## src/rtl/cpu_mem_pkg.sv

```systemverilog
// Shared constants and types for the CPU-side memory responder slice.
package cpu_mem_pkg;

    localparam int DATA_W = 8;
    localparam int ADDR_W = 4;
    localparam int DEPTH  = 16;

    typedef enum logic [1:0] {
        IDLE,
        BUSY,
        RESP
    } stateT;

    typedef enum logic {
        OP_READ,
        OP_WRITE
    } opT;

endpackage

```

## src/rtl/memory_responder_if.sv

```systemverilog
// CPU request/response bus plus the boot-loader preload port.
interface memory_responder_if;
    import cpu_mem_pkg::*;

    logic              read;
    logic              write;
    logic [ADDR_W-1:0] address;
    logic [DATA_W-1:0] memoryIn;
    logic [DATA_W-1:0] memoryOut;
    logic              ready;
    logic              busy;
    logic              err;
    logic              prog_we;
    logic [ADDR_W-1:0] prog_addr;
    logic [DATA_W-1:0] prog_data;

    modport master (
        output read, write, address, memoryIn, prog_we, prog_addr, prog_data,
        input  memoryOut, ready, busy, err
    );

    modport slave (
        input  read, write, address, memoryIn, prog_we, prog_addr, prog_data,
        output memoryOut, ready, busy, err
    );

endinterface

```

## src/rtl/mem_array.sv

```systemverilog
// 16x8 register file: async clear, one shared write port, combinational read.
module mem_array
    import cpu_mem_pkg::*;
(
    input  logic              clk,
    input  logic              clr,
    input  logic              cpuWe,
    input  logic [ADDR_W-1:0] cpuAddr,
    input  logic [DATA_W-1:0] cpuData,
    input  logic              progWe,
    input  logic [ADDR_W-1:0] progAddr,
    input  logic [DATA_W-1:0] progData,
    input  logic [ADDR_W-1:0] readAddr,
    output logic [DATA_W-1:0] readData
);

    logic [DATA_W-1:0] words [DEPTH];
    logic              writeEn;
    logic [ADDR_W-1:0] writeAddr;
    logic [DATA_W-1:0] writeData;

    // The two writers are mutually exclusive by FSM state, so CPU simply wins the mux
    always_comb begin
        writeEn   = cpuWe | progWe;
        writeAddr = progAddr;
        writeData = progData;
        if (cpuWe) begin
            writeAddr = cpuAddr;
            writeData = cpuData;
        end
    end

    always_ff @(posedge clk or negedge clr) begin
        if (!clr) begin
            for (int i = 0; i < DEPTH; i++) begin
                words[i] <= '0;
            end
        end else if (writeEn) begin
            words[writeAddr] <= writeData;
        end
    end

    assign readData = words[readAddr];

endmodule

```

## src/rtl/memory_responder.sv

```systemverilog
// Single-outstanding CPU memory responder with programmable wait states and preload port.
module memory_responder
    import cpu_mem_pkg::*;
#(
    parameter int unsigned WAIT_STATES = 0
) (
    input logic               clk,
    input logic               clr,
    memory_responder_if.slave bus
);

    localparam logic [1:0] WAIT_LOAD = 2'(WAIT_STATES);

    stateT             state;
    stateT             nextState;
    logic [1:0]        waitCount;
    opT                latchedOp;
    logic [ADDR_W-1:0] latchedAddr;
    logic [DATA_W-1:0] latchedData;
    logic [DATA_W-1:0] memoryOutReg;
    logic [DATA_W-1:0] readData;
    logic              errReg;
    logic              request;
    logic              conflict;
    logic              doAccess;
    logic              cpuWe;
    logic              progWe;

    assign request  = bus.read ^ bus.write;
    assign conflict = bus.read & bus.write;
    assign doAccess = (state == BUSY) && (waitCount == 2'd0);
    assign cpuWe    = doAccess && (latchedOp == OP_WRITE);
    assign progWe   = bus.prog_we && (state == IDLE);

    always_ff @(posedge clk or negedge clr) begin
        if (!clr) begin
            state <= IDLE;
        end else begin
            state <= nextState;
        end
    end

    always_comb begin
        nextState = state;
        case (state)
            IDLE:    if (request) nextState = BUSY;
            BUSY:    if (waitCount == 2'd0) nextState = RESP;
            RESP:    nextState = IDLE;
            default: nextState = IDLE;
        endcase
    end

    // Request capture, wait countdown, registered read data and the err pulse
    always_ff @(posedge clk or negedge clr) begin
        if (!clr) begin
            waitCount    <= 2'd0;
            latchedOp    <= OP_READ;
            latchedAddr  <= '0;
            latchedData  <= '0;
            memoryOutReg <= '0;
            errReg       <= 1'b0;
        end else begin
            errReg <= (state == IDLE) && conflict;
            if ((state == IDLE) && request) begin
                latchedOp   <= bus.write ? OP_WRITE : OP_READ;
                latchedAddr <= bus.address;
                latchedData <= bus.memoryIn;
                waitCount   <= WAIT_LOAD;
            end else if ((state == BUSY) && (waitCount != 2'd0)) begin
                waitCount <= waitCount - 2'd1;
            end
            if (doAccess && (latchedOp == OP_READ)) begin
                memoryOutReg <= readData;
            end
        end
    end

    mem_array u_memArray (
        .clk      (clk),
        .clr      (clr),
        .cpuWe    (cpuWe),
        .cpuAddr  (latchedAddr),
        .cpuData  (latchedData),
        .progWe   (progWe),
        .progAddr (bus.prog_addr),
        .progData (bus.prog_data),
        .readAddr (latchedAddr),
        .readData (readData)
    );

    assign bus.memoryOut = memoryOutReg;
    assign bus.ready     = (state == RESP);
    assign bus.busy      = (state != IDLE);
    assign bus.err       = errReg;

endmodule

```

## src/flat_wrapper.sv

```systemverilog
// flat-port wrapper written by rule: the top's interface ports become plain ports
module memory_responder_flat import cpu_mem_pkg::*;
#(
    parameter int unsigned WAIT_STATES = 0
)
  (clk, clr, bus_read, bus_write, bus_address, bus_memoryIn, bus_prog_we, bus_prog_addr, bus_prog_data, bus_memoryOut, bus_ready, bus_busy, bus_err);
  memory_responder_if bus_i ();
  input logic clk;
  input logic clr;
  input wire logic [$bits(bus_i.read)-1:0] bus_read;
  input wire logic [$bits(bus_i.write)-1:0] bus_write;
  input wire logic [$bits(bus_i.address)-1:0] bus_address;
  input wire logic [$bits(bus_i.memoryIn)-1:0] bus_memoryIn;
  input wire logic [$bits(bus_i.prog_we)-1:0] bus_prog_we;
  input wire logic [$bits(bus_i.prog_addr)-1:0] bus_prog_addr;
  input wire logic [$bits(bus_i.prog_data)-1:0] bus_prog_data;
  output wire logic [$bits(bus_i.memoryOut)-1:0] bus_memoryOut;
  output wire logic [$bits(bus_i.ready)-1:0] bus_ready;
  output wire logic [$bits(bus_i.busy)-1:0] bus_busy;
  output wire logic [$bits(bus_i.err)-1:0] bus_err;
  assign bus_i.read = bus_read;
  assign bus_i.write = bus_write;
  assign bus_i.address = bus_address;
  assign bus_i.memoryIn = bus_memoryIn;
  assign bus_i.prog_we = bus_prog_we;
  assign bus_i.prog_addr = bus_prog_addr;
  assign bus_i.prog_data = bus_prog_data;
  assign bus_memoryOut = bus_i.memoryOut;
  assign bus_ready = bus_i.ready;
  assign bus_busy = bus_i.busy;
  assign bus_err = bus_i.err;
  memory_responder #(.WAIT_STATES(WAIT_STATES)) u_core (.clk(clk), .clr(clr), .bus(bus_i));
endmodule
```

## config.mk

```make
export PLATFORM = sky130hd
export DESIGN_NAME = memory_responder_flat
export DESIGN_NICKNAME = d
export VERILOG_FILES = /design/src/rtl/cpu_mem_pkg.sv /design/src/rtl/memory_responder_if.sv /design/src/rtl/mem_array.sv /design/src/rtl/memory_responder.sv /design/src/flat_wrapper.sv
export SDC_FILE = /design/constraint.sdc
export NUM_CORES = 1
export LEC_CHECK = 0
export BUFFER_PORTS_ARGS = -buffer_cell sky130_fd_sc_hd__buf_2
export CORE_MARGIN = 5
export CORE_UTILIZATION = 29
export DETAILED_ROUTE_END_ITERATION = 12
export HOLD_SLACK_MARGIN = 0.12
export MAX_ROUTING_LAYER = met4
export PLACE_DENSITY_LB_ADDON = 0.08
export SLEW_MARGIN = 15
export SYNTH_ARGS = -nofsm -noshare
export SYNTH_HDL_FRONTEND = slang
export SYNTH_HIERARCHICAL = 1
export SYNTH_SLANG_ARGS = --single-unit
```

## constraint.sdc

```tcl
create_clock -name clk -period 4 [get_ports clk]
set_input_delay 0.8 -clock clk [delete_from_list [all_inputs] [get_ports clk]]
set_output_delay 0.8 -clock clk [all_outputs]
set_load 0.03 [all_outputs]
```

# ---- After elaboration in Yosys (flattened, before gate mapping)
# Cells that the tools add are included.
dict set report totals {
  out_inout_bits 11
  wordCells 65
  reg_bits 154
}
dict set report classes {
  n_reduce_logical 14
  add_sub_neg 1
  bitwise_logic 6
  order_cmp 3
  n_eq_ne 4
  mux 14
}
# operator count
set ops {}
lappend ops {{128-bit bitwise mux} 1}
lappend ops {{8-bit binary-select mux with 4-bit select} 1}
lappend ops {{8-bit demux with 4-bit select} 1}
lappend ops {{8-bit two-way mux} 4}
lappend ops {{5-bit >= comparator (second input constant)} 2}
lappend ops {{4-bit NOT with 5-bit output} 2}
lappend ops {{1-bit logical AND} 8}
lappend ops {{2-bit two-way mux} 4}
lappend ops {{2-bit nonzero test} 3}
lappend ops {{5-bit by 1-bit less-than comparator with 1-bit output (second input constant)} 1}
lappend ops {{2-bit zero test} 2}
lappend ops {{4-bit two-way mux} 1}
lappend ops {{2-bit by 1-bit inequality test with 1-bit output (second input constant)} 2}
lappend ops {{2-bit case mux with 2 select lines} 1}
lappend ops {{2-bit by 1-bit equality test with 1-bit output (second input constant)} 1}
lappend ops {{2-bit equality test (second input constant)} 1}
lappend ops {{2-bit AND reduction} 1}
lappend ops {{2-bit by 1-bit subtractor with 2-bit output (second input constant)} 1}
lappend ops {{1-bit AND} 1}
lappend ops {{1-bit two-way mux} 1}
lappend ops {{1-bit NOT} 1}
lappend ops {{1-bit OR} 1}
lappend ops {{1-bit bitwise XOR} 1}

# ---- Longest topological paths before layout
dict set report logic_depth {
  depth_word 10
  depth_mapped 9
  ltp_nobuf 7
}

# ---- Modules after synthesis
# Netlist, hierarchy kept.
# mod instances cells_each seq_area_each_um2 area_each_um2
set by_module_without_submodules {}
lappend by_module_without_submodules {mem_array 1 389 3203.1 6256.0}
lappend by_module_without_submodules {memory_responder 1 72 650.6 1136.1}

# ---- Worst setup path before layout
# Ideal clock, no wire load.
dict set report synth_timing {
  path_kind {flip-flop to flip-flop}
  from {register u_core.waitCount[0]}
  to {register u_core/u_memArray/words[32] (netlist bit)}
  path_slack_ns 1.462
  t_arrival_ns 2.413
  stages_incl_launch_ff 9
  setup_time_ns 0.125
  path_cell_list {dfrtp_1 -> inv_1 -> ha_1 -> and3b_2 -> and2_1 -> buf_6 -> or4bb_1 -> a22oi_4 -> mux2_2}
}
dict set report synth_via {
  elab_chain_len 10
  elab_cells_between_ends 13
  cone_classes {order compare (2); mux (5); bitwise (2); reduce/logical (4)}
}
# item line
set synth_lines {}
lappend synth_lines {{start, declared} memory_responder.sv:16} ;# logic [1:0] waitCount;
lappend synth_lines {{start signal, assigned} memory_responder.sv:70} ;# waitCount <= waitCount - 2'd1;
lappend synth_lines {{2-bit zero test (*)} memory_responder.sv:31} ;# assign doAccess = (state == BUSY) && (waitCount == 2'd0);
lappend synth_lines {{1-bit logical AND (*)} memory_responder.sv:31}
lappend synth_lines {{1-bit logical AND (*)} memory_responder.sv:32} ;# assign cpuWe = doAccess && (latchedOp == OP_WRITE);
lappend synth_lines {{via u_core.cpuWe} memory_responder.sv:26} ;# logic cpuWe;
lappend synth_lines {{4-bit two-way mux} mem_array.sv:27} ;# if (cpuWe) begin
lappend synth_lines {{4-bit NOT with 5-bit output (implied by the code)} mem_array.sv:39} ;# words[writeAddr] <= writeData;
lappend synth_lines {{5-bit >= comparator (implied by the code) / 5-bit by 1-bit less-than comparator with 1-bit output (equally long branches)} mem_array.sv:39}
lappend synth_lines {{1-bit logical AND (implied by the code)} mem_array.sv:39}
lappend synth_lines {{8-bit two-way mux (implied by the code)} mem_array.sv:39}
lappend synth_lines {{8-bit demux with 4-bit select} mem_array.sv:39}
lappend synth_lines {{128-bit bitwise mux} mem_array.sv:39}
lappend synth_lines {{end signal, assigned by index} mem_array.sv:39}
lappend synth_lines {{end, declared} mem_array.sv:17} ;# logic [DATA_W-1:0] words [DEPTH];
# The timed path passes the listed nets; every way through them passes the cells marked *.
# A chain may end at the register's enable or synchronous reset.

# ---- Final worst setup path
dict set report layout_timing {
  from {register u_core.waitCount[0]}
  to {register u_core/u_memArray/words[100] (netlist bit)}
}
# The elaborated chain is that of the path after synthesis.

==> impl_results.html <==
<table>
<tr><th>Metric</th><th>Value</th></tr>
<tr><th colspan="2">Outcome</th></tr>
<tr><td>Outcome</td><td>complete, no violations</td></tr>
<tr><th colspan="2">Flow run</th></tr>
<tr><td>Max_cap viols</td><td>0</td></tr>
<tr><th colspan="2">Yosys</th></tr>
<tr><td>Yosys warning total</td><td>6</td></tr>
<tr><td>Cell area after synthesis</td><td>7390 µm²</td></tr>
<tr><td>Share of flip-flops with an asynchronous set or reset</td><td>1.00</td></tr>
<tr><td>Distinct cell type count after synthesis</td><td>40</td></tr>
<tr><td>Top cell type's share of synthesized area</td><td>0.521</td></tr>
<tr><td>Gate count of the mapped netlist</td><td>461</td></tr>
<tr><td>Dominant cell type by area after synthesis</td><td>sky130_fd_sc_hd__dfrtp_1</td></tr>
<tr><td>Post-synth EDFFs</td><td>0</td></tr>
<tr><td>Register bit count reported by yosys</td><td>154</td></tr>
<tr><td>Most used flip-flop cell after synthesis</td><td>sky130_fd_sc_hd__dfrtp_1</td></tr>
<tr><td>Per-instance average area after synthesis</td><td>16.0 µm²</td></tr>
<tr><td>Leading post-synthesis cells by cell area</td><td>sky130_fd_sc_hd__dfrtp_1 (52%), sky130_fd_sc_hd__mux2_2 (21%), sky130_fd_sc_hd__mux4_2 (9.7%)</td></tr>
<tr><td>Syn Nets</td><td>492</td></tr>
<tr><td>Share of synthesized area occupied by flip-flops and latches</td><td>0.521</td></tr>
<tr><th colspan="2">Clock network</th></tr>
<tr><td>Number of sinks driven by the clock tree</td><td>154</td></tr>
<tr><td>Total number of H-tree levels</td><td>4</td></tr>
<tr><td>Clk pin slew, worst setup/hold paths</td><td>60 ps</td></tr>
<tr><td>Maximum clock path buffer count</td><td>2</td></tr>
<tr><td>Number of clock buffers inserted by TritonCTS</td><td>17</td></tr>
<tr><td>CTS tree</td><td>built</td></tr>
<tr><td>Post-CTS Hold Buffers</td><td>0</td></tr>
<tr><td>Number of instances resized during post-cts repair</td><td>0</td></tr>
<tr><td>Clock latency at the later pin of the worst-skew pair</td><td>430 ps</td></tr>
<tr><td>Clock root buffer master</td><td>sky130_fd_sc_hd__clkbuf_16</td></tr>
<tr><td>Number of buffers inserted to repair setup after CTS</td><td>0</td></tr>
<tr><th colspan="2">Pwr</th></tr>
<tr><td>Psw</td><td>2.38 mW</td></tr>
<tr><td>Clock network fraction of total power</td><td>0.232</td></tr>
<tr><td>Proportion of power drawn by flip-flops and latches</td><td>0.402</td></tr>
<tr><td>Max IR drop VDD</td><td>289 µV</td></tr>
<tr><td>Power Density</td><td>843 nW/µm²</td></tr>
<tr><td>Leakage power of the design</td><td>3.50 nW</td></tr>
<tr><td>Internal power</td><td>4.81 mW</td></tr>
<tr><td>Post-route total power</td><td>7.19 mW</td></tr>
<tr><td>Combinational Power Share</td><td>0.365</td></tr>
<tr><td>Switching Fraction</td><td>0.331</td></tr>
<tr><th colspan="2">Drt</th></tr>
<tr><td>Routed vias</td><td>4,169</td></tr>
<tr><td>DRC errors left</td><td>0</td></tr>
<tr><td>Antenna-violating nets left</td><td>0</td></tr>
<tr><td>Average routed wire per standard cell</td><td>21.8 µm</td></tr>
<tr><td>Iteration-0 DRC Markers</td><td>160</td></tr>
<tr><td>Post-DR vias/cell</td><td>4.95</td></tr>
<tr><td>1st-pass router iterations</td><td>4</td></tr>
<tr><td>Final routed wirelength across all metal layers</td><td>18.3 mm</td></tr>
<tr><th colspan="2">STA</th></tr>
<tr><td>Final max-slew violation count</td><td>0</td></tr>
<tr><td>Worst clock skew</td><td>12.4 ps</td></tr>
<tr><td>Minimum period implied by the final worst setup slack</td><td>3020 ps</td></tr>
<tr><td>Setup repair after global routing missed its margin</td><td>false</td></tr>
<tr><td>Slew of the pin with the lowest slew margin</td><td>1070 ps</td></tr>
<tr><td>Final setup violation count</td><td>0</td></tr>
<tr><td>Worst hold margin</td><td>374 ps</td></tr>
<tr><td>Worst slew margin relative to its limit</td><td>0.286</td></tr>
<tr><td>Final-report hold violation count</td><td>0</td></tr>
<tr><td>Max Clk Rate</td><td>0.331 GHz</td></tr>
<tr><td>Part of the cycle the worst path needs</td><td>0.755</td></tr>
<tr><td>Total negative setup slack</td><td>0 ps</td></tr>
<tr><th colspan="2">Critical path</th></tr>
<tr><td>Maximum net fanout on the critical path</td><td>17</td></tr>
<tr><td>Endpoint type of the worst setup path</td><td>flop</td></tr>
<tr><td>Critical Path AT</td><td>3320 ps</td></tr>
<tr><td>CP Launch Type</td><td>flop</td></tr>
<tr><td>Critical path required time</td><td>4300 ps</td></tr>
<tr><td>Worst setup path category</td><td>reg2reg</td></tr>
<tr><th colspan="2">Cells and area</th></tr>
<tr><td>Layout filler cell count</td><td>2,474</td></tr>
<tr><td>Fraction of layout cells with a size suffix above 1</td><td>0.559</td></tr>
<tr><td>Layout area overhead</td><td>15.3%</td></tr>
<tr><td>Final design instance area without fill</td><td>8530 µm²</td></tr>
<tr><td>Post-layout net count</td><td>530</td></tr>
<tr><td>N_diodes</td><td>0</td></tr>
<tr><th colspan="2">Place</th></tr>
<tr><td>Weighted congestion reported at the end of routability-driven placement</td><td>0.745</td></tr>
<tr><td>IO Port Bufs</td><td>39</td></tr>
<tr><td>Detailed placer's ending HPWL</td><td>12.3 mm</td></tr>
<tr><td>Instance area after placement</td><td>7920 µm²</td></tr>
<tr><th colspan="2">GRT</th></tr>
<tr><td>Overall Global Routing Usage</td><td>0.138</td></tr>
<tr><td>Total congestion overflow after global routing</td><td>0</td></tr>
<tr><td>Pin count of the biggest net entering global routing</td><td>73</td></tr>
<tr><td>Wire length of the first global-routing pass</td><td>29.1 mm</td></tr>
<tr><td>Number of antenna violations at the first check in global routing</td><td>0</td></tr>
<tr><td>Vias in the first global route</td><td>4,638</td></tr>
<tr><th colspan="2">Die</th></tr>
<tr><td>Full die area</td><td>28,800 µm²</td></tr>
<tr><td>I/O pins</td><td>40</td></tr>
<tr><td>Vertical extent of the die</td><td>170 µm</td></tr>
<tr><td>Initial cell density of the core</td><td>0.294</td></tr>
<tr><td>Core area</td><td>25,100 µm²</td></tr>
<tr><td>Row count</td><td>58</td></tr>
<tr><td>Die span in x</td><td>170 µm</td></tr>
<tr><th colspan="2">Worst hold path</th></tr>
<tr><td>Min-Delay Path Class</td><td>in2async</td></tr>
</table>
final cells by class:
cell class | count | area, µm² | share of cell area
inverter | 4 | 15.0 | 0.00176
timing repair buffer | 47 | 262 | 0.0307
clock inverter | 11 | 144 | 0.0169
clock buffer | 21 | 460 | 0.0540
sequential | 154 | 3850 | 0.452
tap | 330 | 413 | 0.0484
multi-input combinational | 275 | 3380 | 0.396
cell families (layout without fill, tap and decap cells):
| logic type | after synthesis | in the layout | synth area share |
|---|---|---|---|
| buffers and inverters | 32 | 83 | 0.0218 |
| AOI/OAI and AO/OA | 36 | 36 | 0.0616 |
| and+or+nand+nor | 48 | 48 | 0.0511 |
| muxes | 189 | 189 | 0.341 |
| adders and majority gates | 2 | 2 | 0.00338 |
| DFF | 154 | 154 | 0.521 |
per-layer routing:
layer | global-route usage | vias to the layer above | wire length (µm)
li1 | - | 1843 | -
met1 | 0.185 | 2266 | 8870
met2 | 0.215 | 45 | 8780
met3 | 0.0280 | 15 | 457
met4 | 0.0389 | 0 | 206
met5 | - | - | 0
per-stage QoR:
| stage | setup WS [ps] | utilization | instances |
|---|---|---|---|
| after floorplan | 1460 | - | 461 |
| after global placement | 1040 | 0.315 | 810 |
| after detailed placement | 966 | 0.315 | 810 |
| after CTS | 962 | 0.340 | 842 |
| after global routing | 816 | 0.340 | 842 |
| final | 978 | 0.340 | 842 |
state kept, by name, summed over array words and instances, names as in the netlist:
signal	flops
u_core/bus.memoryOut	8
u_core/waitCount	2
u_core/latchedData	8
u_core/bus.err	1
u_core/u_memArray/words	128
u_core/latchedOp	1
u_core/latchedAddr	4
u_core/state	2
path summary, 6_finish.rpt:
check	start	endpoint	slack, ps	cells after the start
min in group clk	u_core/u_memArray/words[25]	u_core/u_memArray/words[25]	480	1
max in group asynchronous	clr	u_core/u_memArray/words[116]	2710	2
max reg2reg	u_core/waitCount[0]	u_core/u_memArray/words[100]	980	7
min	clr	u_core/latchedData[3]	370	1
max	u_core/waitCount[0]	u_core/u_memArray/words[100]	980	7
min reg2reg	u_core/u_memArray/words[25]	u_core/u_memArray/words[25]	480	1
synthesized netlist by cell type, types with 2 or more instances:
library cell,count
sky130_fd_sc_hd__nor4b_1,2
sky130_fd_sc_hd__and2_1,2
sky130_fd_sc_hd__buf_2,8
sky130_fd_sc_hd__mux2_4,8
sky130_fd_sc_hd__a211o_1,2
sky130_fd_sc_hd__nor2b_1,2
sky130_fd_sc_hd__nor4bb_1,2
sky130_fd_sc_hd__mux2_1,8
sky130_fd_sc_hd__and3_2,2
sky130_fd_sc_hd__buf_6,4
sky130_fd_sc_hd__mux4_2,32
sky130_fd_sc_hd__o22ai_2,4
sky130_fd_sc_hd__clkbuf_1,13
sky130_fd_sc_hd__mux2_2,141
sky130_fd_sc_hd__nand3_2,2
sky130_fd_sc_hd__dfrtp_1,154
sky130_fd_sc_hd__inv_1,4
sky130_fd_sc_hd__or3b_1,2
sky130_fd_sc_hd__buf_1,2
sky130_fd_sc_hd__and3b_1,4
sky130_fd_sc_hd__nand2_1,8
sky130_fd_sc_hd__or4bb_1,2
sky130_fd_sc_hd__nand3b_1,5
sky130_fd_sc_hd__a22oi_1,16
sky130_fd_sc_hd__nor3b_1,2
sky130_fd_sc_hd__nor2_1,3
sky130_fd_sc_hd__ha_1,2
sky130_fd_sc_hd__or3b_2,2
sky130_fd_sc_hd__a22oi_4,12
critical path, cell delays in order, from the launching register on:
cell and delay [ps]:
sky130_fd_sc_hd__dfrtp_1 380, sky130_fd_sc_hd__inv_1 60, sky130_fd_sc_hd__ha_1 270, sky130_fd_sc_hd__and3b_2 230
sky130_fd_sc_hd__and2_1 320, sky130_fd_sc_hd__or4b_1 770, sky130_fd_sc_hd__a22oi_4 490, sky130_fd_sc_hd__mux2_2 390
cells in the final DEF (no fill, tap or decap), drive strengths merged, types with 3 or more instances in the layout:
master	synthesis	final
and3b	5	5
nor2	3	3
clkbuf	14	21
mux2	157	157
clkinvlp	0	4
nand3b	5	5
or3b	4	4
dfrtp	154	154
buf	14	47
nand2	8	8
bufinv	0	3
clkinv	0	3
a22oi	28	28
o22ai	4	4
inv	4	5
mux4	32	32
nor4bb	3	3
nor3b	3	3
power by group through the flow:
stage	sequential, mW	clock, mW	combinational (mW)
after floorplan	2.72	0	2.09
after global placement	2.91	0	2.63
after detailed placement	2.93	0	2.66
after CTS	2.91	1.73	2.67
after global routing	3.01	1.78	2.83
final	2.89	1.67	2.63
Note: power is estimated with default switching activity, not from simulation.
